--- config.mk ---
export PLATFORM = sky130hd
export DESIGN_NAME = c499_resp_misr
export DESIGN_NICKNAME = d
export VERILOG_FILES = /design/src/rtl/c499_test_pkg.sv /design/src/rtl/misr_step.sv /design/src/rtl/c499_resp_misr.sv
export SDC_FILE = /design/constraint.sdc
export NUM_CORES = 1
export LEC_CHECK = 0
export BUFFER_PORTS_ARGS = -buffer_cell sky130_fd_sc_hd__buf_2
export CORE_MARGIN = 3
export CORE_UTILIZATION = 47
export CTS_CLUSTER_DIAMETER = 50
export DETAILED_ROUTE_END_ITERATION = 10
export PLACE_DENSITY = 0.77
export REMOVE_ABC_BUFFERS = 1
export SYNTH_ARGS = -nofsm -noshare
export SYNTH_HDL_FRONTEND = slang
export SYNTH_SLANG_ARGS = --single-unit
--- constraint.sdc ---
create_clock -name clk -period 2 [get_ports clk]
set_input_delay 0.1 -clock clk [delete_from_list [all_inputs] [get_ports clk]]
set_output_delay 0.1 -clock clk [all_outputs]
set_load 0.05 [all_outputs]
--- src/rtl/c499_test_pkg.sv ---
// c499_test_pkg: shared constants and controller state type for the c499 test blocks
package c499_test_pkg;
  localparam logic [31:0] C499_MISR_POLY = 32'h04C11DB7;
  localparam logic [31:0] C499_MISR_SEED = 32'hFFFFFFFF;
  localparam int C499_IN_W = 41;
  localparam int C499_OUT_W = 32;
  typedef enum logic [1:0] {IDLE, RUN, DONE} misr_state_t;
endpackage

--- src/rtl/misr_step.sv ---
// misr_step: combinational next-signature of a MISR folding one data word
module misr_step import c499_test_pkg::*; #(
  parameter int WIDTH = 32,
  parameter logic [WIDTH-1:0] POLY = C499_MISR_POLY
) (
  input  logic [WIDTH-1:0] sig,
  input  logic [WIDTH-1:0] data,
  output logic [WIDTH-1:0] next
);
  assign next = {sig[WIDTH-2:0], 1'b0} ^ (sig[WIDTH-1] ? POLY : '0) ^ data;
endmodule

--- src/rtl/c499_resp_misr.sv ---
// c499_resp_misr: MISR response compactor with golden compare; C499_STUCK_DETECT_EN adds stuck_mask
module c499_resp_misr import c499_test_pkg::*; #(
  parameter int WIDTH = 32,
  parameter int CNT_W = 16,
  parameter logic [WIDTH-1:0] POLY = C499_MISR_POLY,
  parameter logic [WIDTH-1:0] SEED = C499_MISR_SEED
) (
  input  logic             clk,
  input  logic             rst,
  input  logic             start,
  input  logic [CNT_W-1:0] num_patterns,
  input  logic [WIDTH-1:0] golden,
  input  logic             resp_valid,
  input  logic [WIDTH-1:0] resp_data,
  output logic             resp_ready,
  output logic             busy,
  output logic             done,
  output logic             pass,
  output logic [WIDTH-1:0] signature,
  output logic [CNT_W-1:0] pat_count
`ifdef C499_STUCK_DETECT_EN
  ,
  output logic [WIDTH-1:0] stuck_mask
`endif
);
  misr_state_t state;
  logic [WIDTH-1:0] sig, gold, nxt;
  logic [CNT_W-1:0] cnt, num;
  logic load, acc;
  assign load = start && state != RUN;
  assign acc = state == RUN && resp_valid;
  misr_step #(.WIDTH(WIDTH), .POLY(POLY)) u_step (.sig(sig), .data(resp_data), .next(nxt));
  always_ff @(posedge clk)
    if (rst) begin
      state <= IDLE;
      sig <= SEED;
      cnt <= '0;
      num <= '0;
      gold <= '0;
    end else if (load) begin
      sig <= SEED;
      cnt <= '0;
      num <= num_patterns;
      gold <= golden;
      state <= num_patterns == '0 ? DONE : RUN;
    end else if (acc) begin
      sig <= nxt;
      cnt <= cnt + CNT_W'(1);
      if (cnt == num - CNT_W'(1)) state <= DONE;
    end
  assign resp_ready = state == RUN;
  assign busy = state == RUN;
  assign done = state == DONE;
  assign pass = done && sig == gold;
  assign signature = sig;
  assign pat_count = cnt;
`ifdef C499_STUCK_DETECT_EN
  // first word of the run is the reference; diff collects every bit that ever differed from it
  logic [WIDTH-1:0] w0, diff;
  always_ff @(posedge clk)
    if (rst || load) begin
      w0 <= '0;
      diff <= '0;
    end else if (acc) begin
      if (cnt == '0) w0 <= resp_data;
      else diff <= diff | (resp_data ^ w0);
    end
  assign stuck_mask = ~diff;
`endif
endmodule

==> run_results.csv <==
group,metric,value,unit
worst_hold_path,min_path_type,"in -> reg",
global_route,grt_overflow_total,0,
pwr,p_per_area,689,nW/um^2
timing,setup_viol,2,
timing,timing.final.crit_share,105,%
final_layout,seqCellArea,1980,um^2
final_layout,final_nets,865,
floorplanning,dieArea,11400,um^2
worst_setup_path,criticalPathCategory,"reg -> out",
worst_setup_path,worst_path_largest_cell_delay,0.39,ns
yosys,yosysSeqAreaShare,41.0,%
timing,slew_violations,0,
place,port_buffers,135,
run_status,violations,"negative setup slack",
global_route,antenna_found_initial,0,
drt,postRouteAntennaNets,0,
worst_setup_path,startpoint_type,"flop",
worst_setup_path,cp_num_cells,6,
pwr,p_int,3200,uW
clocking,cts_htree_levels,3,
drt,drt_wl_total,13.9,mm
clocking,cts_buffers,9,
pwr,seq_power_share,46.9,%
yosys,ys.flop_type,"dfxtp_1",
timing,whs,0.0325,ns
timing,hold_violations,0,
worst_setup_path,path_buf_inv,1,
worst_setup_path,cp_slowest_cell,"dfxtp_1",
yosys,syn_avg_cell_area,8.24,um^2
global_route,grt.total_usage,24.3,%
floorplanning,rows,36,
place,placed_area,5800,um^2
timing,grt_setup_unrepaired,"true",
yosys,synthCells,581,
pwr,p_switching,1340,uW
worst_setup_path,crit_fanout,2,
place,gp_congestion,0.973,
floorplanning,core_area,9820,um^2
final_layout,multi_input_area,2730,um^2
worst_setup_path,rr_worst_depth,6,
pwr,p_comb_share,22.1,%
floorplanning,initial_core_util,48.8,%
yosys,synth.distinct_cells,43,
drt,first_iter_violations,255,
global_route,grt_pass1_vias,4692,
floorplanning,die_y,107,um
pwr,power_frac_clock,31.1,%
clocking,root_buffer,"clkbuf_8",
worst_hold_path,min_path_cells,3,
final_layout,antenna_cells,0,
yosys,yosys_warnings,0,
global_route,grt_pass1_wl,22.3,mm
worst_setup_path,cpLargestDelayFamily,"simple AND/OR/NAND/NOR gates",
clocking,ctsLongestPathBuffers,2,
flow_run,maxCapViolations,0,
timing,fmax,476,MHz
clocking,cts.sinks,98,
drt,drc,0,
worst_setup_path,crit_chain,"xnor2_2, nand4_1, nor4_4, nand4_1, nor4_2, buf_4",
drt,vias,4767,
yosys,netlist_area,4790,um^2
floorplanning,die_w,107,um
clocking,clk_latency,0.37,ns
yosys,synth_edf_count,0,
timing,period_needed,2.10,ns
floorplanning,io_pins,136,
final_layout,stdcell_area,6590,um^2
drt,firstDrtPassIters,5,
timing,worstMarginPinSlew,0.661,ns
clocking,cts_tree,"built",
pwr,p_sw_share,29.5,%
timing,finalSetupTns,-0.128,ns
place,dp_hpwl,9.67,mm
worst_setup_path,cp_common_cell,"nand4_1",
timing,skew,0.0162,ns
worst_setup_path,cp_data_required_time,1.90,ns
timing,relSlewSlack,55.9,%
timing,final.setup.worst_slack,-0.102,ns
pwr,power.leakage,0.00281,uW
worst_setup_path,crit_arrival,2.00,ns
drt,viasPerCell,5.20,
clocking,clk_pin_slew,0.10,ns
pwr,ir_drop,0.457,mV
yosys,ys_seq_elements,98,
final_layout,layout-drive-gt1-share,28.2,%
global_route,grt_max_degree,66,
yosys,synthArstFlopShare,0,%
place,dp_slack,-0.162,ns
worst_setup_path,cp-end-kind,"output pin",
drt,wl_per_cell,15.2,um
final_layout,synthToLayoutAreaGrowth,37.7,%
final_layout,fillerInstances,833,
run_status,outcome,"finished, violations left",
## state kept, by name, indices dropped and copies added, names as in the netlist
register   cells
gold          32
signature     32
num           16
pat_count     16
state          2
## path summary, 6_finish.rpt
check	endpoint	startpoint	slack, ns
setup reg to reg	state[0]	num[9]	-0.03
hold reg to reg	gold[24]	gold[24]	0.47
setup / recovery	pass	gold[21]	-0.10
hold / removal	signature[20]	resp_data[20]	0.03
## kinds of logic (layout without fill, tap and decap cells)
group,after synthesis,in the layout,synth area share (%)
and+or+nand+nor,225,225,21.6
AOI/OAI and AO/OA,108,108,14.1
xor gates and xnor gates,106,106,19.4
DFF,98,98,41.0
buffers and inverters,42,245,3.45
adders and majority gates,2,2,0.523
## cell type report
type / count / share of cell area, %
Sequential cell: 98 / 30.0
Multi-Input combinational cell: 441 / 41.4
Tap cell: 133 / 2.52
Timing Repair Buffer: 225 / 22.5
Clock buffer: 10 / 1.94
Inverter: 4 / 0.228
Clock inverter: 6 / 1.33
## synthesized netlist by cell type (all sizes together) (3+ instances only)
cell type / n / area share (%)
nand2: 143 / 11
dfxtp: 98 / 41
xnor2: 69 / 13
a21oi: 56 / 5.9
xor2: 37 / 6.8
o211ai: 33 / 5.2
clkbuf: 29 / 2.3
nand4: 18 / 2.4
nor2: 18 / 1.4
nor4: 10 / 1.6
buf: 9 / 0.86
and2: 5 / 0.65
and3: 5 / 0.65
o21ai: 5 / 0.52
inv: 4 / 0.31
nand3: 4 / 0.42
nor3: 4 / 0.42
or3: 4 / 0.52
nand2b: 3 / 0.39
nand3b: 3 / 0.47
## worst register-to-register path: stages, from the launching register on
cell,delay (ns)
dfxtp_2,0.33
or4_4,0.56
xor2_1,0.21
a31oi_1,0.13
a2111oi_2,0.37
o2111ai_1,0.18
and2_1,0.17
## power by group through the flow
stage | clock [uW] | combinational, uW | sequential, uW
after global placement | 0 | 886 | 2160
after global routing | 1500 | 1090 | 2140
final | 1410 | 1000 | 2130
after CTS | 1440 | 989 | 2130
after floorplan | 0 | 466 | 2270
after detailed placement | 0 | 906 | 2170
## routing by layer
metal  wire length, um  track usage [%]  vias to the layer above
met3               946             4.94                       22
met4               298             8.13                        0
met5                 0                0                        -
met2              6850             42.5                      162
li1                  -                -                     2361
met1              5820             29.7                     2222
## cells in the final DEF, fill, tap and decap left out, types with 2 or more instances in the layout
master / n
ha_1: 2
or3_1: 4
nor4_2: 3
nor2_1: 17
nor4_1: 6
a2111oi_2: 2
bufinv_16: 2
inv_1: 4
and2_1: 4
o21ai_0: 5
nor3_1: 3
nor4b_1: 2
clkbuf_8: 9
xnor2_1: 65
dlygate4sd3_1: 48
a311oi_1: 2
clkinv_2: 2
xnor2_2: 4
dfxtp_2: 11
o211ai_1: 33
and3_1: 5
nand4_1: 18
dfxtp_1: 86
nand3b_1: 3
o2111ai_1: 2
inv_6: 2
buf_2: 134
a21oi_1: 56
nand2b_1: 3
xor2_1: 37
buf_4: 42
nand2_1: 143
nand3_1: 4
## stage by stage
stage / util [%] / std cells / power [uW]
3_5_place_dp: 59.1 / 852 / 3080
6_report: 67.2 / 917 / 4550
5_1_grt: 67.2 / 917 / 4730
2_1_floorplan: - / 543 / 2730
4_1_cts: 66.8 / 917 / 4560
3_3_place_gp: 59.1 / 852 / 3050
## what timing repair did
item                                   4_1_cts  5_1_grt
cloned                                       0        0
buffers inserted                             1        0
setup endpoints to repair                    3        3
pin swaps                                   11        2
endpoints found under the hold margin       48        0
resized for setup                           15       10
hold buffers                                48        0
Note: power is estimated with default switching activity, not from simulation.
